### src/rtl/usb_rst_pkg.sv
// Shared types and helpers for the USB1 reset sequencer.
package usb_rst_pkg;

  typedef enum logic [2:0] {
    IDLE    = 3'd0,
    PWRUP   = 3'd1,
    RELEASE = 3'd2,
    RUN     = 3'd3,
    SRST    = 3'd4
  } rst_state_e;

  // Cycles spanned by a delay in microseconds at the given clock frequency.
  function automatic int unsigned us_to_cyc(input int unsigned us, input int unsigned freq_hz);
    return us * (freq_hz / 32'd1000000);
  endfunction

  function automatic int unsigned max3(input int unsigned a, input int unsigned b,
                                       input int unsigned c);
    int unsigned m;
    m = (a > b) ? a : b;
    return (m > c) ? m : c;
  endfunction

endpackage

### src/rtl/usb_dly_cnt.sv
// Loadable down-counter shared by the power-up, stage-spacing and soft-reset hold timing.
module usb_dly_cnt #(
  parameter int unsigned W = 8
) (
  input  logic         clk_i,
  input  logic         rstl_i,
  input  logic         load,
  input  logic [W-1:0] value,
  input  logic         enable,
  output logic         done
);

  logic [W-1:0] cnt_q;

  always_ff @(posedge clk_i or negedge rstl_i) begin
    if (!rstl_i) begin
      cnt_q <= '0;
    end else if (load) begin
      cnt_q <= value;
    end else if (enable && (cnt_q != '0)) begin
      cnt_q <= cnt_q - W'(1);
    end
  end

  // A delay of N cycles is loaded as N-1; done marks the last cycle of the delay.
  assign done = enable && (cnt_q == '0);

endmodule

### src/rtl/usb_rst_seq.sv
// Staged reset release sequencer with serialised soft-reset requests for the USB1 core.
module usb_rst_seq
  import usb_rst_pkg::*;
#(
  parameter int unsigned P_FREQUENCY     = 48000000,
  parameter int unsigned P_STAGES        = 3,
  parameter int unsigned P_REQ           = 2,
  parameter int unsigned P_PWRUP_DLY_US  = 50,
  parameter int unsigned P_STAGE_DLY_US  = 10,
  parameter int unsigned P_SRST_HOLD_CYC = 16
) (
  input  logic                clk_i,
  input  logic                rstl_i,
  input  logic                en_i,
  input  logic [P_REQ-1:0]    srst_req_i,
  output logic [P_REQ-1:0]    srst_ack_o,
  output logic [P_STAGES-1:0] rsth_o,
  output logic                ready_o,
  output logic [2:0]          state_o
);

  localparam int unsigned D_PWR   = us_to_cyc(P_PWRUP_DLY_US, P_FREQUENCY);
  localparam int unsigned D_STG   = us_to_cyc(P_STAGE_DLY_US, P_FREQUENCY);
  localparam int unsigned CNT_MAX = max3(D_PWR, D_STG, P_SRST_HOLD_CYC);
  localparam int unsigned CNT_W   = $clog2(CNT_MAX + 1);
  localparam int unsigned STG_W   = $clog2(P_STAGES + 1);

  rst_state_e          state_q, state_d;
  logic [STG_W-1:0]    idx_q, idx_d;
  logic [P_REQ-1:0]    pend_q, pend_d;
  logic [P_REQ-1:0]    ack_d;
  logic [P_STAGES-1:0] rsth_d;
  logic                ready_d;
  logic                cnt_load, cnt_en, cnt_done;
  logic [CNT_W-1:0]    cnt_value;

  usb_dly_cnt #(.W(CNT_W)) u_dly_cnt (
    .clk_i  (clk_i),
    .rstl_i (rstl_i),
    .load   (cnt_load),
    .value  (cnt_value),
    .enable (cnt_en),
    .done   (cnt_done)
  );

  // Next-state, counter control and next output values.
  always_comb begin
    state_d   = state_q;
    idx_d     = idx_q;
    pend_d    = pend_q;
    ack_d     = '0;
    cnt_load  = 1'b0;
    cnt_en    = 1'b0;
    cnt_value = '0;

    if (!en_i) begin
      state_d = IDLE;
      idx_d   = '0;
      pend_d  = '0;
    end else begin
      if (state_q != IDLE) pend_d = pend_q | srst_req_i;

      unique case (state_q)
        IDLE: begin
          state_d   = PWRUP;
          cnt_load  = 1'b1;
          cnt_value = CNT_W'(D_PWR - 1);
        end
        PWRUP: begin
          cnt_en = 1'b1;
          if (cnt_done) begin
            state_d   = RELEASE;
            idx_d     = STG_W'(1);
            cnt_load  = 1'b1;
            cnt_value = CNT_W'(D_STG - 1);
          end
        end
        RELEASE: begin
          cnt_en = 1'b1;
          // A request mid-release re-asserts every stage and restarts the hold.
          if (|srst_req_i) begin
            state_d   = SRST;
            idx_d     = '0;
            cnt_load  = 1'b1;
            cnt_value = CNT_W'(P_SRST_HOLD_CYC - 1);
          end else if (cnt_done) begin
            if (idx_q == STG_W'(P_STAGES)) begin
              state_d = RUN;
              ack_d   = pend_q;
              pend_d  = '0;
            end else begin
              idx_d     = idx_q + STG_W'(1);
              cnt_load  = 1'b1;
              cnt_value = CNT_W'(D_STG - 1);
            end
          end
        end
        RUN: begin
          if (|srst_req_i) begin
            state_d   = SRST;
            idx_d     = '0;
            cnt_load  = 1'b1;
            cnt_value = CNT_W'(P_SRST_HOLD_CYC - 1);
          end
        end
        SRST: begin
          cnt_en = 1'b1;
          if (cnt_done) begin
            state_d   = RELEASE;
            idx_d     = STG_W'(1);
            cnt_load  = 1'b1;
            cnt_value = CNT_W'(D_STG - 1);
          end
        end
        default: begin
          state_d = IDLE;
          idx_d   = '0;
          pend_d  = '0;
        end
      endcase
    end

    // Stage k is released once idx counts past it; everything is released in RUN.
    rsth_d = '1;
    for (int unsigned k = 0; k < P_STAGES; k++) begin
      if ((state_d == RUN) || ((state_d == RELEASE) && (STG_W'(k) < idx_d))) rsth_d[k] = 1'b0;
    end
    ready_d = (state_d == RUN);
  end

  always_ff @(posedge clk_i or negedge rstl_i) begin
    if (!rstl_i) begin
      state_q    <= IDLE;
      idx_q      <= '0;
      pend_q     <= '0;
      srst_ack_o <= '0;
      rsth_o     <= '1;
      ready_o    <= 1'b0;
    end else begin
      state_q    <= state_d;
      idx_q      <= idx_d;
      pend_q     <= pend_d;
      srst_ack_o <= ack_d;
      rsth_o     <= rsth_d;
      ready_o    <= ready_d;
    end
  end

  assign state_o = state_q;

endmodule

### config.mk
export PLATFORM = sky130hd
export DESIGN_NAME = usb_rst_seq
export DESIGN_NICKNAME = d
export VERILOG_FILES = /design/src/rtl/usb_rst_pkg.sv /design/src/rtl/usb_dly_cnt.sv /design/src/rtl/usb_rst_seq.sv
export SDC_FILE = /design/constraint.sdc
export NUM_CORES = 1
export LEC_CHECK = 0
export CAP_MARGIN = 25
export CELL_PAD_IN_SITES_DETAIL_PLACEMENT = 1
export CELL_PAD_IN_SITES_GLOBAL_PLACEMENT = 2
export CORE_MARGIN = 2
export CORE_UTILIZATION = 30
export DETAILED_ROUTE_END_ITERATION = 8
export GPL_ROUTABILITY_DRIVEN = 0
export PLACE_DENSITY_LB_ADDON = 0.1
export SLEW_MARGIN = 10
export SYNTH_ARGS = -nofsm -noshare
export SYNTH_HDL_FRONTEND = slang
export SYNTH_HIERARCHICAL = 1
export SYNTH_SLANG_ARGS = --single-unit
### constraint.sdc
create_clock -name clk_i -period 6.25 [get_ports clk_i]
set_input_delay 1.25 -clock clk_i [delete_from_list [all_inputs] [get_ports clk_i]]
set_output_delay 1.25 -clock clk_i [all_outputs]
set_load 0.005 [all_outputs]
==> results.py <==
metrics = {
    "outcome": {
        "status": "finished, final reports clean",
    },
    "final_layout": {
        "final_common_cell": "dfrtp_1",
        "drive_gt1_share_pct": 15.6,
        "final_cell_mix": "22 x dfrtp_1, 17 x nor2_1, 16 x nand2_1",
        "layout.nets": 194,
        "area_delta_synth_final_pct": 13.8,
        "final_cells": 256,
        "antenna_cells": 0,
    },
    "timing": {
        "setup_viol": 0,
        "drv_slew": 0,
        "setup-tns-final_ns": 0,
        "relSlewSlack_pct": 53.7,
        "finalHoldViolations": 0,
        "fmax_mhz": 213,
        "tightest_slew_ns": 0.692,
        "period_minus_slack_ns": 4.70,
        "rsz0062_at_grt": "false",
        "setup_ws_ns": 1.55,
        "skew_ns": 0.00201,
        "fin_crit_sh_pct": 75.3,
    },
    "place": {
        "dp_cells": 252,
        "post-place-ws_ns": 1.25,
        "port_buffers": 13,
        "post-dp-hpwl_um": 3140,
    },
    "global_route": {
        "grt_pass1_wl_um": 7300,
        "antenna_found_initial": 0,
        "grt_use_total_pct": 15.2,
        "overflow": 0,
        "grt_pass1_vias": 1438,
        "grt_max_degree": 26,
    },
    "worst_setup_path": {
        "r2r_cells": 14,
        "r2r-end": "u_dly_cnt/cnt_q[10]",
        "critical_path_class": "in -> reg",
        "cp-start-kind": "input port",
        "path_max_fanout": 17,
        "worst_setup_path_end_kind": "flip-flop",
        "r2r_slack_ns": 2.06,
        "worst_ep_required_time_ns": 6.42,
        "crit_arrival_ns": 4.87,
        "r2r_start": "u_dly_cnt/cnt_q[0]",
    },
    "route": {
        "first_pass_iters": 4,
        "ant_nets": 0,
        "vias": 1328,
        "drt_wl_total_um": 4190,
        "via_per_inst": 5.19,
        "drc": 0,
        "first_iter_violations": 57,
        "wl_per_cell_um": 16.4,
    },
    "die": {
        "rows": 26,
        "die_h_um": 77.6,
        "die_w_um": 77.6,
        "coreArea_um2": 5170,
        "pin_count": 14,
        "die_area_um2": 6020,
        "initial_core_util_pct": 31.4,
    },
    "power_and_ir_drop": {
        "power_density_nw_per_um2": 223,
        "power_mw": 0.412,
        "cellLeakagePower_nw": 0.717,
        "irDropWorstVdd_v": 0.0000816,
    },
    "clock_tree": {
        "cts_tree": "yes",
        "clk_pin_slew_worst_paths_ns": 0.09,
        "cts_max_level": 1,
        "cts_buffer_depth": 2,
        "cts_sinks": 25,
        "clock_latency_ns": 0.27,
        "ctsHoldBuffers": 0,
        "cts_setup_buffers": 0,
        "cts_buffers": 3,
        "cts.repair.resized": 0,
        "clockRootBuffer": "clkbuf_8",
    },
    "hold_path": {
        "whs_path_depth": 2,
        "hold_end": "pend_q[1]",
        "hold_path.class": "reg -> reg",
        "hold_start": "pend_q[1]",
    },
    "synth": {
        "synth_edf_count": 0,
        "synth_area_per_cell_um2": 9.39,
        "ys_types": 55,
        "synthArstFlopShare_pct": 100,
        "netlist_instances": 173,
        "seq_area_frac_synth_pct": 38.8,
        "synth_flop_cell": "dfrtp_1",
        "ys_warn_count": 6,
        "synth-seq-cells": 25,
        "syn_area_um2": 1620,
    },
    "flow_run": {
        "max_cap_viol_count": 0,
    },
}
area by class of cell:
type | count | area, um^2
clock buffer | 3 | 41.3
clock inverter | 1 | 5.00
fill | 611 | 3320
inverter | 7 | 26.3
multi-input combinational | 135 | 913
sequential | 25 | 629
tap | 70 | 87.6
timing repair buffer | 15 | 145
worst max path at each step:
stage               start                   to  slack, ns  depth (start not counted)
global route         en_i  u_dly_cnt/cnt_q[10]       1.21                         14
finish               en_i  u_dly_cnt/cnt_q[10]       1.55                         14
global placement     en_i  u_dly_cnt/cnt_q[10]       1.45                         14
CTS                  en_i  u_dly_cnt/cnt_q[10]       1.56                         14
floorplan            en_i   u_dly_cnt/cnt_q[6]       2.72                         11
detailed placement   en_i  u_dly_cnt/cnt_q[10]       1.25                         14
registers in the layout (all words and copies together) (netlist names):
signal / flops
state_o: 3
u_dly_cnt/cnt_q: 12
pend_q: 2
rsth_o: 3
idx_q: 2
ready_o: 1
srst_ack_o: 2
synthesized netlist by cell type, drive strengths merged (3+ instances only):
cell   number  area share, %
a21oi      15            4.6
a31oi       5            1.9
buf         6            3.4
dfrtp      22             34
dfstp       3            4.9
inv         7            1.6
mux2        4            2.8
mux2i       3            1.8
nand2      16            3.7
nand3       3           0.92
nand4       4            1.9
nor2       19            4.7
nor2b       4            1.5
nor3        5            1.8
nor4        5            3.2
o21ai      13            4.2
critical path, stage by stage:
cell and delay [ns]:
clkdlybuf4s50_1 0.61, inv_1 0.16, nor2_1 0.27, inv_1 0.10, nor2_1 0.55, inv_1 0.19, maj3_1 0.36, o22a_1 0.18
nor2_1 0.42, buf_4 0.32, nor2b_1 0.08, a22o_1 0.20, a21oi_1 0.11, nand2_1 0.06
power by group:
part           switching (mW)  internal, mW
Clock                  0.0546        0.0447
Sequential             0.0297         0.180
Combinational          0.0594        0.0432
Total                   0.144         0.268
per-layer routing:
layer / wire [um] / up-vias / track usage [%] / part of all wire [%]
met5: 0 / - / 0 / 0
li1: - / 655 / - / -
met2: 2120 / 12 / 26.2 / 50
met1: 1940 / 656 / 19.8 / 46
met3: 75 / 5 / 1.86 / 1.8
met4: 55 / 0 / 4.82 / 1.3
kinds of logic after synthesis:
logic type / synth area share, %
and+or+nand+nor: 26.9
AOI/OAI and AO/OA: 20.3
DFF: 38.8
buffers and inverters: 5.47
muxes: 4.62
adders and majority gates: 2.16
xor gates and xnor gates: 1.54
other: 0.231
per-stage QoR:
stage / hold WS, ns / util, % / cell area, um^2
final: 0.510 / 35.7 / 1850
after CTS: 0.510 / 35.7 / 1850
after floorplan: 0.455 / - / 1630
after detailed placement: 0.487 / 34.8 / 1800
after global routing: 0.566 / 35.7 / 1850
after global placement: 0.481 / 34.8 / 1800
Note: power is estimated with default switching activity, not from simulation.
